**config.mk**
```make
export PLATFORM = sky130hd
export DESIGN_NAME = bt_cmd_receiver
export DESIGN_NICKNAME = d
export VERILOG_FILES = /design/src/rtl/bt_cmd_receiver.sv
export SDC_FILE = /design/constraint.sdc
export NUM_CORES = 1
export LEC_CHECK = 0
export ABC_CLOCK_PERIOD_IN_PS = 1800
export CAP_MARGIN = 20
export CORE_MARGIN = 2
export CORE_UTILIZATION = 57
export CTS_CLUSTER_DIAMETER = 150
export DETAILED_ROUTE_END_ITERATION = 6
export DONT_BUFFER_PORTS = 1
export PLACE_DENSITY = 0.76
export REMOVE_ABC_BUFFERS = 1
export SYNTH_ARGS = -nofsm -noshare
export SYNTH_HDL_FRONTEND = slang
export SYNTH_SLANG_ARGS = --single-unit
```
**constraint.sdc**
```tcl
create_clock -name clk_1 -period 1.8 [get_ports clk_1]
set_input_delay 0.36 -clock clk_1 [delete_from_list [all_inputs] [get_ports clk_1]]
set_output_delay 0.36 -clock clk_1 [all_outputs]
set_load 0.005 [all_outputs]
```
**src/rtl/bt_cmd_receiver.sv**
```systemverilog
// -----------------------------------------------------------------------------
// bt_cmd_receiver
//
// UART receiver (8N1, LSB first) for the HM-10 module, followed by a command
// parser for the feeder:
//   'F'            -> feed_req strobe (dispense now)
//   'P' d          -> por_valid / por_value = d   (0 <= d <= MAX_PORCIONES)
//   'T' m m s s    -> time_valid / set_min, set_sec (MM 00-59, SS 00-59)
//   CR / LF        -> ignored between commands
// Anything else, a framing error or an idle timeout in the middle of a
// command produces a cmd_err strobe, and the parser starts over.
//
// Handshake: every *_valid / *_req / *_err output is a one-cycle strobe with
// no back-pressure. The data outputs that go with a strobe (rx_data,
// por_value, set_min, set_sec) change only in the cycle their strobe is high
// and then hold until the next one.
//
// Ports
//   clk_1       in   system clock, rising edge
//   rst_n       in   asynchronous active-low reset
//   bt_rx       in   UART line, idle high, asynchronous to clk_1
//   rx_data     out  [7:0] last correctly framed byte
//   rx_valid    out  strobe, rx_data updated
//   frame_err   out  strobe, stop bit sampled low
//   feed_req    out  strobe, dispense now
//   por_valid   out  strobe, por_value loaded
//   por_value   out  [2:0] portion count
//   time_valid  out  strobe, set_min/set_sec loaded
//   set_min     out  [5:0] minutes 0-59
//   set_sec     out  [5:0] seconds 0-59
//   cmd_err     out  strobe, illegal byte or parser timeout
//   busy        out  a frame or a multi-byte command is in progress
// -----------------------------------------------------------------------------
module bt_cmd_receiver #(
    parameter int CLK_FREQ      = 50_000_000,
    parameter int BAUD          = 9600,
    parameter int MAX_PORCIONES = 6,
    parameter int TIMEOUT_BITS  = 20
) (
    input  logic       clk_1,
    input  logic       rst_n,
    input  logic       bt_rx,
    output logic [7:0] rx_data,
    output logic       rx_valid,
    output logic       frame_err,
    output logic       feed_req,
    output logic       por_valid,
    output logic [2:0] por_value,
    output logic       time_valid,
    output logic [5:0] set_min,
    output logic [5:0] set_sec,
    output logic       cmd_err,
    output logic       busy
);

    localparam int CLKS_PER_BIT = CLK_FREQ / BAUD;
    localparam int HALF_BIT     = CLKS_PER_BIT / 2;
    localparam int CNT_W        = $clog2(CLKS_PER_BIT + 1);
    localparam int TMO_LIMIT    = TIMEOUT_BITS * CLKS_PER_BIT;
    localparam int TMO_W        = $clog2(TMO_LIMIT + 1);

    localparam logic [CNT_W-1:0] CNT_HALF = CNT_W'(HALF_BIT - 1);
    localparam logic [CNT_W-1:0] CNT_BIT  = CNT_W'(CLKS_PER_BIT - 1);
    localparam logic [CNT_W-1:0] CNT_END  = CNT_W'(CLKS_PER_BIT);
    localparam logic [TMO_W-1:0] TMO_LAST = TMO_W'(TMO_LIMIT - 1);
    localparam logic [3:0]       MAX_DIG  = 4'(MAX_PORCIONES);

    // ------------------------------------------------------------------
    // Input synchronizer. rx_prev is a third stage used only for falling
    // edge detection; all three reset to the idle (high) line level so a
    // reset release never looks like a start bit.
    // ------------------------------------------------------------------
    logic rx_meta, rx_sync, rx_prev;

    always_ff @(posedge clk_1 or negedge rst_n) begin
        if (!rst_n) begin
            rx_meta <= 1'b1;
            rx_sync <= 1'b1;
            rx_prev <= 1'b1;
        end else begin
            rx_meta <= bt_rx;
            rx_sync <= rx_meta;
            rx_prev <= rx_sync;
        end
    end

    // ------------------------------------------------------------------
    // Receiver FSM
    // ------------------------------------------------------------------
    typedef enum logic [1:0] {IDLE, START, DATA, STOP} rx_state_t;

    rx_state_t        rx_state, rx_next;
    logic [CNT_W-1:0] cnt, cnt_next;
    logic [2:0]       bit_idx, bit_next;
    logic [7:0]       shift, shift_next;
    logic             valid_set, ferr_set;

    always_ff @(posedge clk_1 or negedge rst_n) begin
        if (!rst_n) begin
            rx_state  <= IDLE;
            cnt       <= '0;
            bit_idx   <= '0;
            shift     <= '0;
            rx_valid  <= 1'b0;
            frame_err <= 1'b0;
            rx_data   <= '0;
        end else begin
            rx_state  <= rx_next;
            cnt       <= cnt_next;
            bit_idx   <= bit_next;
            shift     <= shift_next;
            rx_valid  <= valid_set;
            frame_err <= ferr_set;
            if (valid_set) rx_data <= shift;
        end
    end

    always_comb begin
        rx_next    = rx_state;
        cnt_next   = cnt;
        bit_next   = bit_idx;
        shift_next = shift;
        valid_set  = 1'b0;
        ferr_set   = 1'b0;
        case (rx_state)
            IDLE: begin
                cnt_next = '0;
                bit_next = '0;
                if (rx_prev && !rx_sync) rx_next = START;
            end
            START: begin
                // Mid-start-bit check: a line already back high was a glitch.
                if (cnt == CNT_HALF) begin
                    cnt_next = '0;
                    rx_next  = rx_sync ? IDLE : DATA;
                end else begin
                    cnt_next = cnt + 1'b1;
                end
            end
            DATA: begin
                if (cnt == CNT_BIT) begin
                    cnt_next   = '0;
                    shift_next = {rx_sync, shift[7:1]};
                    if (bit_idx == 3'd7) rx_next = STOP;
                    else                 bit_next = bit_idx + 1'b1;
                end else begin
                    cnt_next = cnt + 1'b1;
                end
            end
            STOP: begin
                // Sample at CNT_BIT, leave one cycle later. Staying in STOP
                // during the rx_valid cycle keeps busy continuous while the
                // parser picks up the byte.
                if (cnt == CNT_BIT) begin
                    valid_set = rx_sync;
                    ferr_set  = !rx_sync;
                    cnt_next  = cnt + 1'b1;
                end else if (cnt == CNT_END) begin
                    cnt_next = '0;
                    rx_next  = IDLE;
                end else begin
                    cnt_next = cnt + 1'b1;
                end
            end
            default: rx_next = IDLE;
        endcase
    end

    // ------------------------------------------------------------------
    // Command parser FSM
    // ------------------------------------------------------------------
    typedef enum logic [2:0] {P_IDLE, P_POR, P_T0, P_T1, P_T2, P_T3} p_state_t;

    p_state_t         p_state, p_next;
    logic [TMO_W-1:0] tmo_cnt, tmo_next;
    logic [3:0]       min_t, min_u, sec_t;
    logic             feed_set, por_set, time_set, cerr_set;
    logic             is_digit;
    logic [3:0]       digit;

    assign digit    = rx_data[3:0];
    assign is_digit = (rx_data[7:4] == 4'h3) && (rx_data[3:0] <= 4'd9);

    function automatic logic [5:0] two_digits(input logic [3:0] tens,
                                              input logic [3:0] units);
        logic [5:0] t;
        t = {2'b00, tens};
        return (t << 3) + (t << 1) + {2'b00, units};
    endfunction

    always_ff @(posedge clk_1 or negedge rst_n) begin
        if (!rst_n) begin
            p_state    <= P_IDLE;
            tmo_cnt    <= '0;
            min_t      <= '0;
            min_u      <= '0;
            sec_t      <= '0;
            feed_req   <= 1'b0;
            por_valid  <= 1'b0;
            time_valid <= 1'b0;
            cmd_err    <= 1'b0;
            por_value  <= '0;
            set_min    <= '0;
            set_sec    <= '0;
        end else begin
            p_state    <= p_next;
            tmo_cnt    <= tmo_next;
            feed_req   <= feed_set;
            por_valid  <= por_set;
            time_valid <= time_set;
            cmd_err    <= cerr_set;
            // Digits are captured unconditionally; an invalid one aborts the
            // command, so a stale capture is never used.
            if (rx_valid && p_state == P_T0) min_t <= digit;
            if (rx_valid && p_state == P_T1) min_u <= digit;
            if (rx_valid && p_state == P_T2) sec_t <= digit;
            if (por_set) por_value <= digit[2:0];
            if (time_set) begin
                set_min <= two_digits(min_t, min_u);
                set_sec <= two_digits(sec_t, digit);
            end
        end
    end

    always_comb begin
        p_next   = p_state;
        tmo_next = tmo_cnt;
        feed_set = 1'b0;
        por_set  = 1'b0;
        time_set = 1'b0;
        cerr_set = 1'b0;
        if (rx_valid) begin
            tmo_next = '0;
            case (p_state)
                P_IDLE: begin
                    case (rx_data)
                        8'h46:        feed_set = 1'b1;
                        8'h50:        p_next   = P_POR;
                        8'h54:        p_next   = P_T0;
                        8'h0D, 8'h0A: ;
                        default:      cerr_set = 1'b1;
                    endcase
                end
                P_POR: begin
                    if (is_digit && digit <= MAX_DIG) por_set  = 1'b1;
                    else                              cerr_set = 1'b1;
                    p_next = P_IDLE;
                end
                P_T0: begin
                    if (is_digit && digit <= 4'd5) p_next = P_T1;
                    else begin cerr_set = 1'b1; p_next = P_IDLE; end
                end
                P_T1: begin
                    if (is_digit) p_next = P_T2;
                    else begin cerr_set = 1'b1; p_next = P_IDLE; end
                end
                P_T2: begin
                    if (is_digit && digit <= 4'd5) p_next = P_T3;
                    else begin cerr_set = 1'b1; p_next = P_IDLE; end
                end
                P_T3: begin
                    if (is_digit) time_set = 1'b1;
                    else          cerr_set = 1'b1;
                    p_next = P_IDLE;
                end
                default: p_next = P_IDLE;
            endcase
        end else if (p_state != P_IDLE) begin
            if (frame_err || tmo_cnt == TMO_LAST) begin
                cerr_set = 1'b1;
                p_next   = P_IDLE;
                tmo_next = '0;
            end else begin
                tmo_next = tmo_cnt + 1'b1;
            end
        end else begin
            tmo_next = '0;
        end
    end

    assign busy = (rx_state != IDLE) || (p_state != P_IDLE);

endmodule

```
# --- After elaboration in Yosys (flattened, before gate mapping) ---
# Cells that the tools add are included.
totals:
  regBits: 90
  in_bits: 3
op_classes:
  n_addsub: 7
  order_cmp: 3
  eq_ne: 27
  muxes: 48
  n_reduce_logical: 24
ops:
  columns: ["op", "n"]
  rows:
  - ["$mux W13", 4]
  - ["$pmux W13 S4", 1]
  - ["$mux W17", 3]
  - ["$eq A13 B13 Y1 const B", 2]
  - ["$eq A8 B7 Y1 const B", 3]
  - ["$mux W3", 7]
  - ["$mux W1", 20]
  - ["$add A17 B1 Y17 const B", 1]
  - ["$eq A17 B17 Y1 const B", 1]
  - ["$eq A8 B4 Y1 const B", 2]
  - ["$mux W2", 8]
  - ["$ne A2 B2 Y1 const B", 7]
  - ["$add A13 B1 Y13 const B", 1]
  - ["$eq A13 B12 Y1 const B", 1]
  - ["$add A6 B4 Y6", 2]
  - ["$add A6 B5 Y6", 2]
  - ["$pmux W3 S2", 2]
  - ["$pmux W3 S4", 1]
  - ["$eq A3 B3 Y1 const B", 3]
  - ["$le A4 B3 Y1 const B", 2]
  - ["$pmux W2 S4", 1]
  - ["$reduce_bool A2 Y1", 4]
  - ["$logic_and A1 B1 Y1", 7]
  - ["$eq A3 B2 Y1 const B", 2]
  - ["18 further kinds", 22]

# --- Logic depth before layout (Yosys ltp) ---
# Gate-level depths: netlist of run 1.
depth:
  depth_word: 6
  depth_mapped: 7
  ltp_nobuf: 6

# --- Least setup slack after synthesis of run 1 ---
# Ideal clock, no wire load.
synth_path:
  path_kind: "register -> register"
  startpoint: "register rx_data[3]"
  endpoint: "register set_sec[5]"
  setup_time_ns: 0.137
  arrival_ns: 1.747
  required_time_ns: 1.663
  path_slack_ns: -0.084
  path_stages_with_launch: 7
  n_path_buf: 0
  cell_sequence: "dfrtp_1 > fa_1 > ha_1 > a21o_1 > a21oi_1 > xnor2_1 > o21ai_0"
synth_via:
  elab_chain_len: 5
synth_rtl:
  columns: ["element", "line_no", "text"]
  rows:
  - ["start, declared", "43", "output logic [7:0] rx_data,"]
  - ["start signal, assigned", "114", "if (valid_set) rx_data <= shift;"]
  - ["$le A4 B4 Y1", "182", "assign is_digit = (rx_data[7:4] == 4'h3) && (rx_data[3:0] <= 4'd9);"]
  - ["$logic_and A1 B1 Y1", "182", null]
  - ["$mux W1", "262", "if (is_digit) time_set = 1'b1;"]
  - ["$mux W1", "234", "case (p_state)"]
  - ["$mux W1", "232", "if (rx_valid) begin"]
  - ["end signal, assigned", "220", "set_sec <= two_digits(sec_t, digit);"]
  - ["end, declared", "51", "output logic [5:0] set_sec,"]
# Parallel ways exist; a longest one is shown, timed or not.
# A chain may end at the register's enable or synchronous reset.

# --- Worst setup path after layout of run 1 ---
layout_path:
  startpoint: "register sec_t[2]"
  endpoint: "register set_sec[3]"
layout_via:
  elab_chain_len: 2
layout_rtl:
  columns: ["element", "line_no", "text"]
  rows:
  - ["start, declared", "176", "logic [3:0] min_t, min_u, sec_t;"]
  - ["start signal, assigned", "216", "if (rx_valid && p_state == P_T2) sec_t <= digit;"]
  - ["$add A6 B5 Y6", "188", "return (t << 3) + (t << 1) + {2'b00, units};"]
  - ["$add A6 B4 Y6", "188", null]
# Every way passes these cells.

==> qor.csv, run 1 <==
metric,value,unit
clock tree sinks,90,
final worst hold slack,-314,ps
fin nets,473,
number of global-route vias before repair,3177,
number of standard cells after synthesis,415,
TritonCTS clock tree,yes,
vias,3233,
vias per inst,5.83,
remaining number of nets flagged by the antenna check after routing,0,
Port Buffers,0,
top cells by instance count after synthesis,"87 x sky130_fd_sc_hd__dfrtp_1, 36 x sky130_fd_sc_hd__mux2_2, 32 x sky130_fd_sc_hd__nand2_1, 25 x sky130_fd_sc_hd__nor3_1, 21 x sky130_fd_sc_hd__nor2_1",
combined area of the multi-input logic cells,2210,sq um
clock network latency to the later pin of the worst-skew pair,350,ps
"CTS clk-pin slew, worst paths",90,ps
hold bufs inserted after CTS,1,
top area cells in the synthesized netlist,"sky130_fd_sc_hd__dfrtp_1 48%, sky130_fd_sc_hd__mux2_2 8.9%, sky130_fd_sc_hd__ha_1 4.7%, sky130_fd_sc_hd__xnor2_1 3.5%, sky130_fd_sc_hd__nor3_1 2.7%",
worst relative slew slack,69.3,%
final WL,8.58,mm
HP Class,in -> async,
clock buffers created by TritonCTS,9,
height of the chip,93.5,um
number of antenna violations at the first check in global routing,0,
mean area per synthesized cell,11.0,sq um
Worst Setup End Kind,flop,
power density normalized to cell area,737,nW/um^2
outcome,finished with violations,
critical-path maximum fanout,2,
drt initial violations,128,
DIE WIDTH,93.5,um
Power Total,3.82,mW
arrival time at the worst endpoint,2130,ps
final estimated routing congestion in global placement,0.860,
Peak VDD IR,0.000576,V
RSZ-0062 raised after global routing,true,
sequential cell area in the final layout,2260,sq um
wire length of the first global-routing pass,14.4,mm
estimated wirelength of the detail-placed design,5.95,mm
number of H-tree branching levels,3,
highest clock rate,532,MHz
maximum clock insertion buffer count,2,
required time of the critical path,2050,ps
fraction of layout instances using a drive strength above 1,25.8,%
"Area growth, synth to finish",13.6,%
flip-flop and latch count after synthesis,90,
most frequent cell after synthesis,sky130_fd_sc_hd__dfrtp_1,
Initial Util,59.0,%
Clock Skew,10.5,ps
slack of the worst reg-to-reg path,-80,ps
"Seq/Total Area, Yosys",49.5,%
reported leakage power,2.35,nW
diode count,0,
post-route standard cell area excluding fillers,5180,sq um
number of enable flip-flop cells after synthesis,0,
transition at the pin with the smallest max-transition slack,456,ps
global route overflow,0,
area fraction of the dominant cell type after synthesis,47.7,%
DRC violations left,0,
Main synth FF type,sky130_fd_sc_hd__dfrtp_1,
cell taking the most area after synthesis,sky130_fd_sc_hd__dfrtp_1,
Die Outline Area,8730,sq um
count of final setup violators,4,
critical path start-end classification,reg -> reg,
Yosys warnings,0,
Worst Setup Start Kind,flop,
area of the mapped netlist,4560,sq um
share of synthesized registers carrying an async set or reset,100,%
post-route minimum period,1880,ps
Tcrit/Tclk final,104,%
post-synth cell types,58,
maximum number of pins on one net before global-route repair,91,
setup slack after layout,-80.9,ps
Max Transition Viols Final,0,
average wire per standard cell,15.5,um
violations in the final reports,"negative hold slack, negative setup slack",
count of fill cells added during filler insertion,580,
placement-stage cell area,4890,sq um
number of search-and-repair iterations in the first detailed-routing pass,4,
post-placement worst setup slack,-147,ps
Core Box Area,7730,sq um
io pins,33,
Root Driver,sky130_fd_sc_hd__clkbuf_8,
total global-route track usage,20.7,%
final hold vios,90,
Std-Cell Rows,32,
Max-cap violations,0,
==> critical path: stages (launching register included) <==
cell and delay (ps):
sky130_fd_sc_hd__dfrtp_1 410, sky130_fd_sc_hd__fa_1 510, sky130_fd_sc_hd__buf_4 150, sky130_fd_sc_hd__fa_1 430, sky130_fd_sc_hd__mux2_2 270
==> path summary, 6_finish.rpt <==
kind / startpoint / end / cells past startpoint
max in group asynchronous: rst_n / rx_sync$_DFF_PN1_ / 0
worst max-delay path: sec_t[2]$_DFFE_PN0P_ / set_sec[3]$_DFFE_PN0P_ / 4
worst min register to register: rx_meta$_DFF_PN1_ / rx_sync$_DFF_PN1_ / 0
min in group clk_1: rx_meta$_DFF_PN1_ / rx_sync$_DFF_PN1_ / 0
worst max register to register: sec_t[2]$_DFFE_PN0P_ / set_sec[3]$_DFFE_PN0P_ / 4
worst min-delay path: rst_n / set_min[5]$_DFFE_PN0P_ / 0
==> layout by cell type (no fill, tap or decap), drive strengths merged, types with 3 or more instances in the layout <==
master	synthesis	final
dfrtp	87	87
buf	9	41
mux2	36	36
nand2	32	32
nor3	26	26
nor2	21	21
nand3	20	20
xnor2	18	18
ha	17	17
inv	16	17
o21ai	16	16
xor2	10	10
clkbuf	10	9
a21oi	9	9
nand4	8	8
o211ai	5	5
or3	5	5
and3b	4	4
nand3b	4	4
and3	4	4
nor4	4	4
and4bb	4	4
nor4bb	4	4
fa	4	4
and4b	3	3
o31ai	3	3
nand2b	3	3
nor2b	3	3
dfstp	3	3
==> report_power, final <==
group          internal, mW  switching [mW]  leakage, nW
sequential             2.08          0.0524         1.24
clock                 0.638           0.702       0.0917
combinational         0.175           0.169         1.03
==> cell families after synthesis <==
logic type               count (synthesis)  share of synthesized area (%)
flip-flops                              90                           49.5
XOR/XNOR                                28                           5.38
AO/OA/AOI/OAI                           50                           7.02
multiplexers                            36                           8.89
adder cells (fa/ha/maj)                 21                           6.42
buffers and inverters                   35                           3.18
AND/OR/NAND/NOR                        155                           19.7
==> sequential cells by signal, summed over array words and instances (netlist names), named ones only <==
name and count:
por_valid 1, set_sec 6, por_value 3, rx_data 8
bit_idx 3, cmd_err 1, time_valid 1, rx_meta 1
sec_t 4, tmo_cnt 17, feed_req 1, cnt 13
min_u 4, frame_err 1, rx_valid 1, min_t 4
rx_state 1, shift 8, set_min 6, rx_prev 1
p_state 3, rx_sync 1
==> routing by layer <==
layer	track usage [%]	vias to the layer above	share of wire (%)	wire length [um]
met1	26.4	1587	44	3750
met4	6.00	0	1.0	87
met5	0	-	0	0
li1	-	1563	-	-
met3	5.24	8	4.6	397
met2	35.1	75	51	4350
==> stage by stage <==
step	utilization, %	hold slack [ps]	cells	TNS (ps)
after floorplan	-	64.4	396	-1850
after global placement	63.2	66.6	534	-89.4
after detailed placement	63.2	66.6	534	-402
after CTS	66.3	-327	551	-155
after global routing	67.1	-336	555	-585
final	67.1	-314	555	-165
==> final cells by class <==
class	count	share of cell area (%)
Clock inverter	6	1.30
Sequential cell	90	43.5
Clock buffer	9	2.39
Inverter	16	1.16
Multi-Input combinational cell	290	42.7
Tap cell	102	2.46
Timing Repair Buffer	42	6.44
==> timing repair <==
action                                  4_1_cts  5_1_grt
buffers inserted                              1        4
endpoints found under the setup margin        6       19
hold endpoints to repair                     91       90
gates resized for setup                       9       12
pin swaps                                    11        4
No activity file was read; power rests on OpenSTA's default activity.
==> inputs of run 2 (changes only) <==
--- a/config.mk
+++ b/config.mk
@@ -7,13 +7,16 @@
 export LEC_CHECK = 0
 export ABC_CLOCK_PERIOD_IN_PS = 1800
 export CAP_MARGIN = 20
+export CELL_PAD_IN_SITES_DETAIL_PLACEMENT = 1
+export CELL_PAD_IN_SITES_GLOBAL_PLACEMENT = 1
 export CORE_MARGIN = 2
-export CORE_UTILIZATION = 57
+export CORE_UTILIZATION = 46
 export CTS_CLUSTER_DIAMETER = 150
 export DETAILED_ROUTE_END_ITERATION = 6
 export DONT_BUFFER_PORTS = 1
-export PLACE_DENSITY = 0.76
+export PLACE_DENSITY = 0.77
 export REMOVE_ABC_BUFFERS = 1
+export SETUP_SLACK_MARGIN = 0.4
 export SYNTH_ARGS = -nofsm -noshare
 export SYNTH_HDL_FRONTEND = slang
 export SYNTH_SLANG_ARGS = --single-unit
==> run 2 against run 1 <==
The flow still finishes with violations (negative hold slack, negative setup slack); sequential cell count unchanged; sequential share of layout area fell by 10 points; die area grew 23%; clock-buffer cell count is 2 higher; critical endpoint is now cmd_err$_DFF_PN0_; largest cell class is now multi-input gates.
==> qor.csv, run 2 (synthesis results as in run 1) <==
metric,value,unit,change
hold bufs inserted after CTS,1,,unchanged
TritonCTS clock tree,yes,,
internal power of the cells,3.26,mW,+13%
maximum clock insertion buffer count,2,,unchanged
fraction of layout instances using a drive strength above 1,51.5,%,+26 points
Std-Cell Rows,36,,+13%
vias per inst,6.07,,+4.2%
count of fill cells added during filler insertion,925,,+59%
fin nets,547,,+16%
diode count,0,,unchanged
Root Driver,sky130_fd_sc_hd__clkbuf_8,,
RSZ-0062 raised after global routing,true,,
remaining number of nets flagged by the antenna check after routing,0,,unchanged
outcome,finished with violations,,
highest clock rate,500,MHz,-5.9%
estimated wirelength of the detail-placed design,7.28,mm,+22%
clock tree sinks,90,,unchanged
clock network latency to the later pin of the worst-skew pair,390,ps,+40 ps
number of global-route vias before repair,4303,,+35%
critical path start-end classification,reg -> reg,,
HP Class,in -> async,,
violations in the final reports,"negative hold slack, negative setup slack",,
relative contribution of the clock network to total power,36.3,%,+1.2 points
clock buffers created by TritonCTS,9,,unchanged
flip-flop count of the largest register after layout,17,,unchanged
maximum number of pins on one net before global-route repair,91,,unchanged
Reg-to-Reg Start,rx_data[3]$_DFFE_PN0P_,,
"commonest non-fill, non-tap cells in the layout","76 x sky130_fd_sc_hd__dfrtp_1, 72 x sky130_fd_sc_hd__buf_4, 30 x sky130_fd_sc_hd__nand2_1, 30 x sky130_fd_sc_hd__mux2_4, 30 x sky130_fd_sc_hd__buf_6",,
"most common cell after layout, fill and taps aside",sky130_fd_sc_hd__dfrtp_1,,
vias,4012,,+24%
Initial Util,47.1,%,-12 points
power density normalized to cell area,665,nW/um^2,-9.8%
post-placement worst setup slack,-144,ps,+2.34 ps
global route overflow,0,,unchanged
final WL,18.5,mm,+120%
io pins,33,,unchanged
critical-path maximum fanout,7,,+5
worst relative slew slack,53.3,%,-16 points
Peak VDD IR,0.000666,V,+16%
final estimated routing congestion in global placement,0.792,,-7.9%
reported leakage power,2.96,nW,+26%
proportion of power drawn by flip-flops and latches,47.6,%,-8.3 points
Worst Setup Start Kind,flop,,
number of H-tree branching levels,3,,unchanged
post-route minimum period,2000,ps,+118 ps
transition at the pin with the smallest max-transition slack,682,ps,+226 ps
Port Buffers,0,,unchanged
Die Outline Area,10700,sq um,+23%
slack of the worst reg-to-reg path,-200,ps,-120 ps
total global-route track usage,27.6,%,+6.9 points
Tcrit/Tclk final,111,%,+6.6 points
Core Box Area,9680,sq um,+25%
number of search-and-repair iterations in the first detailed-routing pass,5,,+1
Worst Setup End Kind,flop,,
required time of the critical path,2060,ps,about the same
Max Transition Viols Final,0,,unchanged
"Area growth, synth to finish",48.9,%,
Max-cap violations,0,,unchanged
Worst R2R Path Depth,5,,+1
FF-to-FF End,cmd_err$_DFF_PN0_,,
DIE WIDTH,104,um,+11%
register ranked first by flip-flop count,tmo_cnt,,
wire length of the first global-routing pass,23.4,mm,+62%
DRC violations left,0,,unchanged
"CTS clk-pin slew, worst paths",110,ps,+20 ps
registers with the most flip-flops,"tmo_cnt: 17 flops, cnt: 13 flops",,
Power Total,4.51,mW,+18%
drt initial violations,217,,+70%
final worst hold slack,-355,ps,-41.8 ps
count of final setup violators,32,,+28
setup slack after layout,-199,ps,-118 ps
arrival time at the worst endpoint,2260,ps,+130 ps
sw frac,27.7,%,+3.5 points
average wire per standard cell,28.0,um,+81%
final hold vios,90,,unchanged
Clock Skew,19.0,ps,+8.53 ps
height of the chip,104,um,+11%
number of antenna violations at the first check in global routing,0,,unchanged
switching power,1.25,mW,+35%
Comb power frac,16.1,%,+7.1 points
## run 2: worst max-delay path: stages (launching register included)
cell and delay (ps):
sky130_fd_sc_hd__dfrtp_2 460, sky130_fd_sc_hd__buf_8 150, sky130_fd_sc_hd__or4b_4 590, sky130_fd_sc_hd__a211oi_2 220, sky130_fd_sc_hd__a311oi_1 100, sky130_fd_sc_hd__a2111o_1 340
## run 2: power groups by stage
stage	combinational, mW	sequential [mW]	clock, mW
after CTS	0.591	2.13	1.56
after global routing	0.777	2.16	1.73
after global placement	0.348	2.16	0
after detailed placement	0.366	2.17	0
final	0.726	2.15	1.64
after floorplan	0.167	2.19	0
## run 2: cell type report
class	count	area [sq um]	share of cell area, %
inverter	16	65.1	0.958
timing repair buffer	116	1180	17.4
multi-input combinational	290	2890	42.5
clock inverter	5	77.6	1.14
tap	133	166	2.45
clock buffer	11	141	2.08
sequential	90	2270	33.4
## run 2: how the worst max path moves through the flow
stage	start	to	slack, ps	depth (start not counted)
floorplan	rx_data[3]$_DFFE_PN0P_	set_sec[5]$_DFFE_PN0P_	-180	6
global placement	rx_data[3]$_DFFE_PN0P_	set_sec[5]$_DFFE_PN0P_	-70	6
detailed placement	rx_data[3]$_DFFE_PN0P_	set_sec[5]$_DFFE_PN0P_	-140	6
CTS	sec_t[0]$_DFFE_PN0P_	set_sec[3]$_DFFE_PN0P_	-70	4
global route	rx_data[3]$_DFFE_PN0P_	cmd_err$_DFF_PN0_	-230	5
finish	rx_data[3]$_DFFE_PN0P_	cmd_err$_DFF_PN0_	-200	5
## run 2: per-layer routing
layer  up-vias  global-route usage [%]  share of wire, %
met2       168                    50.2                52
met1      2074                    31.6                38
met4         0                    12.1               4.8
met5         -                       0                 0
li1       1705                       -                 -
met3        65                    5.22               5.3
## run 2: repair_timing
item	in CTS	in global routing
pin swaps	55	36
buffers inserted	42	28
endpoints found under the setup margin	81	87
gates resized for setup	157	76
cloned	6	1
endpoints found under the hold margin	91	90
## run 2: stage by stage
stage	cell area (sq um)	setup TNS [ps]	util, %	std cells	hold WS, ps
after floorplan	4480	-1850	-	396	64.4
after global placement	4950	-98.8	51.1	567	66.2
after detailed placement	4950	-426	51.1	567	66.2
after CTS	6230	-221	64.3	632	-330
after global routing	6790	-4080	70.1	661	-368
final	6790	-2500	70.1	661	-355
==> inputs of run 3 (changes only) <==
--- a/config.mk
+++ b/config.mk
@@ -15,7 +15,6 @@
 export DETAILED_ROUTE_END_ITERATION = 6
 export DONT_BUFFER_PORTS = 1
 export PLACE_DENSITY = 0.77
-export REMOVE_ABC_BUFFERS = 1
 export SETUP_SLACK_MARGIN = 0.4
 export SYNTH_ARGS = -nofsm -noshare
 export SYNTH_HDL_FRONTEND = slang
==> run 3 against run 2 <==
The flow still finishes with violations (negative hold slack, negative setup slack); first-iteration DRC count shrank 18%; total power shrank 7.1%; clock skew grew 6.1 ps; die area is the same; non-clock buffer count shrank 8; sequential share of layout area grew 1.4 points; global-route usage shrank 1.2 points; critical path depth grew 1; design area shrank 4.1%; wire length shrank 6.1%; register-to-register slack lost 30 ps; critical path type unchanged; critical endpoint is now set_sec[5]$_DFFE_PN0P_.
==> qor.csv, run 3 (synthesis results as in run 1) <==
metric,value,unit,change
CP bufs+invs,0,,-1
Core Box Area,9680,sq um,unchanged
placement-stage cell area,5190,sq um,+4.7%
cells along the critical path,"fa_1, ha_1, a21o_1, a21oi_2, xnor2_1, o21ai_1",,
maximum number of pins on one net before global-route repair,91,,unchanged
Peak VDD IR,0.000512,V,-23%
wire length the detailed router placed on met1,6.45,mm,-7.8%
reported leakage power,2.80,nW,-5.7%
flip-flop count of the largest register after layout,17,,unchanged
"commonest non-fill, non-tap cells in the layout","78 x sky130_fd_sc_hd__dfrtp_1, 72 x sky130_fd_sc_hd__buf_4, 29 x sky130_fd_sc_hd__nand2_1, 29 x sky130_fd_sc_hd__buf_6, 27 x sky130_fd_sc_hd__mux2_4",,
post-synth net total,439,,
RSZ-0062 raised after global routing,true,,
utilization after layout,67.2,%,-2.9 points
Worst Setup Start Kind,flop,,
height of the chip,104,um,unchanged
Initial Util,47.1,%,unchanged
HP Class,in -> async,,
remaining number of nets flagged by the antenna check after routing,0,,unchanged
number of search-and-repair iterations in the first detailed-routing pass,4,,-1
fraction of layout instances using a drive strength above 1,51.7,%,+0.22 points
"CTS clk-pin slew, worst paths",120,ps,about the same
critical-path maximum fanout,2,,-5
Reg-to-Reg Start,sec_t[0]$_DFFE_PN0P_,,
highest clock rate,493,MHz,-1.4%
Max Transition Viols Final,0,,unchanged
drt initial violations,179,,-18%
clock network latency to the later pin of the worst-skew pair,400,ps,about the same
critical path start-end classification,reg -> reg,,
Std-Cell Rows,36,,unchanged
outcome,finished with violations,,
number of H-tree branching levels,3,,unchanged
maximum clock insertion buffer count,2,,unchanged
worst relative slew slack,66.7,%,+13 points
Worst R2R Path Depth,6,,+1
TritonCTS clock tree,yes,,
registers with the most flip-flops,"tmo_cnt: 17 flops, cnt: 13 flops",,
io pins,33,,unchanged
register ranked first by flip-flop count,tmo_cnt,,
FF-to-FF End,set_sec[5]$_DFFE_PN0P_,,
kind of cell with the highest combined delay on the critical path,adder cells,,
setup slack after layout,-227,ps,-27.9 ps
Max-cap violations,0,,unchanged
met3 WL post-DR,668,um,-32%
final WL,17.4,mm,-6.1%
DIE WIDTH,104,um,unchanged
Power Total,4.20,mW,-7.1%
worst setup path endpoint,set_sec[5]$_DFFE_PN0P_,,
average wire per standard cell,26.6,um,-4.9%
final worst hold slack,-369,ps,-13.2 ps
Port Buffers,0,,unchanged
number of antenna violations at the first check in global routing,0,,unchanged
count of final setup violators,38,,+19%
post-route standard cell area excluding fillers,6510,sq um,-4.1%
vias,3945,,-1.7%
final hold vios,90,,unchanged
global route overflow,0,,unchanged
power density normalized to cell area,644,nW/um^2,-3.1%
"most common cell after layout, fill and taps aside",sky130_fd_sc_hd__dfrtp_1,,
transition at the pin with the smallest max-transition slack,493,ps,-189 ps
final estimated routing congestion in global placement,0.797,,+0.64%
estimated wirelength of the detail-placed design,7.79,mm,+7.0%
critical path launch point,sec_t[0]$_DFFE_PN0P_,,
Worst path depth,6,,+1
wire length of the first global-routing pass,22.3,mm,-4.8%
library cell contributing the largest single delay on the critical path,sky130_fd_sc_hd__fa_1,,
Root Driver,sky130_fd_sc_hd__clkbuf_8,,
vias per inst,6.04,,-0.47%
required time of the critical path,2100,ps,+40 ps
Clock Skew,25.1,ps,+6.07 ps
clock tree sinks,90,,unchanged
hold bufs inserted after CTS,1,,unchanged
slowest cell delay on critical path,540,ps,-50 ps
violations in the final reports,"negative hold slack, negative setup slack",,
"Area growth, synth to finish",42.7,%,
number of global-route vias before repair,4175,,-3.0%
post-route minimum period,2030,ps,+27.9 ps
total global-route track usage,26.4,%,-1.2 points
fin nets,539,,-1.5%
total negative slack,-2900,ps,-397 ps
arrival time at the worst endpoint,2330,ps,+70 ps
highest metal layer with signal wires,met4,,
DRC violations left,0,,unchanged
diode count,0,,unchanged
Worst Setup End Kind,flop,,
met2 WL post-DR,9.28,mm,-3.8%
clock buffers created by TritonCTS,9,,unchanged
Tcrit/Tclk final,113,%,+1.6 points
slack of the worst reg-to-reg path,-230,ps,-30 ps
Die Outline Area,10700,sq um,unchanged
-- run 3: cell types whose count changed in the layout (fill, tap and decap cells not counted), sizes merged --
cell,delta
buf,-5
bufbuf,-2
bufinv,-2
clkbuf,-3
clkinv,-1
clkinvlp,+3
inv,+2
-- run 3: repair_timing --
item / CTS / global route
cloned: 1 / 0
gates resized for setup: 106 / 61
hold endpoints to repair: 91 / 90
buffers inserted: 44 / 17
pin swaps: 42 / 23
setup endpoints to repair: 84 / 91
-- run 3: area by class of cell --
cell class                 count  area [sq um]
fill                         966          3170
clock buffer                   9           124
inverter                      16          67.6
sequential                    90          2270
clock inverter                 7          52.6
multi-input combinational    290          2830
tap                          133           166
timing repair buffer         108          1000
-- run 3: metrics by stage --
step                cells  worst slack (ps)  hold slack [ps]
finish                653              -227             -369
global route          653              -250             -377
CTS                   636             -89.8             -336
detailed placement    574             -75.2             66.7
global placement      574              6.43             66.4
floorplan             415              28.9             64.4
-- run 3: worst register-to-register path, stage by stage (launching register included) --
cell                      delay [ps]
sky130_fd_sc_hd__dfrtp_1         470
sky130_fd_sc_hd__fa_1            540
sky130_fd_sc_hd__ha_1            320
sky130_fd_sc_hd__a21o_1          190
sky130_fd_sc_hd__a21oi_2         170
sky130_fd_sc_hd__xnor2_1         150
sky130_fd_sc_hd__o21ai_1          90
-- run 3: worst min-delay path by stage --
| stage | depth (start not counted) | slack [ps] | endpoint | start |
|---|---|---|---|---|
| detailed placement | 0 | 70 | time_valid$_DFF_PN0_ | rst_n |
| global placement | 0 | 70 | set_min[3]$_DFFE_PN0P_ | rst_n |
| CTS | 0 | -340 | rx_data[4]$_DFFE_PN0P_ | rst_n |
| floorplan | 0 | 60 | asynchronous set/reset pin | rst_n |
| global route | 0 | -380 | rx_data[4]$_DFFE_PN0P_ | rst_n |
| finish | 0 | -370 | set_sec[0]$_DFFE_PN0P_ | rst_n |
-- run 3: per-layer routing --
metal | vias to the layer above | track usage (%)
li1 | 1684 | -
met1 | 2069 | 28.4
met2 | 122 | 48.9
met3 | 70 | 4.91
met4 | 0 | 14.4
met5 | - | 0
-- run 3: power breakdown --
group / internal (mW) / total, mW / leakage (nW) / switching [mW]
registers: 2.08 / 2.14 / 1.22 / 0.0539
clock network: 0.510 / 1.39 / 0.0783 / 0.878
logic: 0.355 / 0.670 / 1.50 / 0.315
total: 2.95 / 4.20 / 2.80 / 1.25
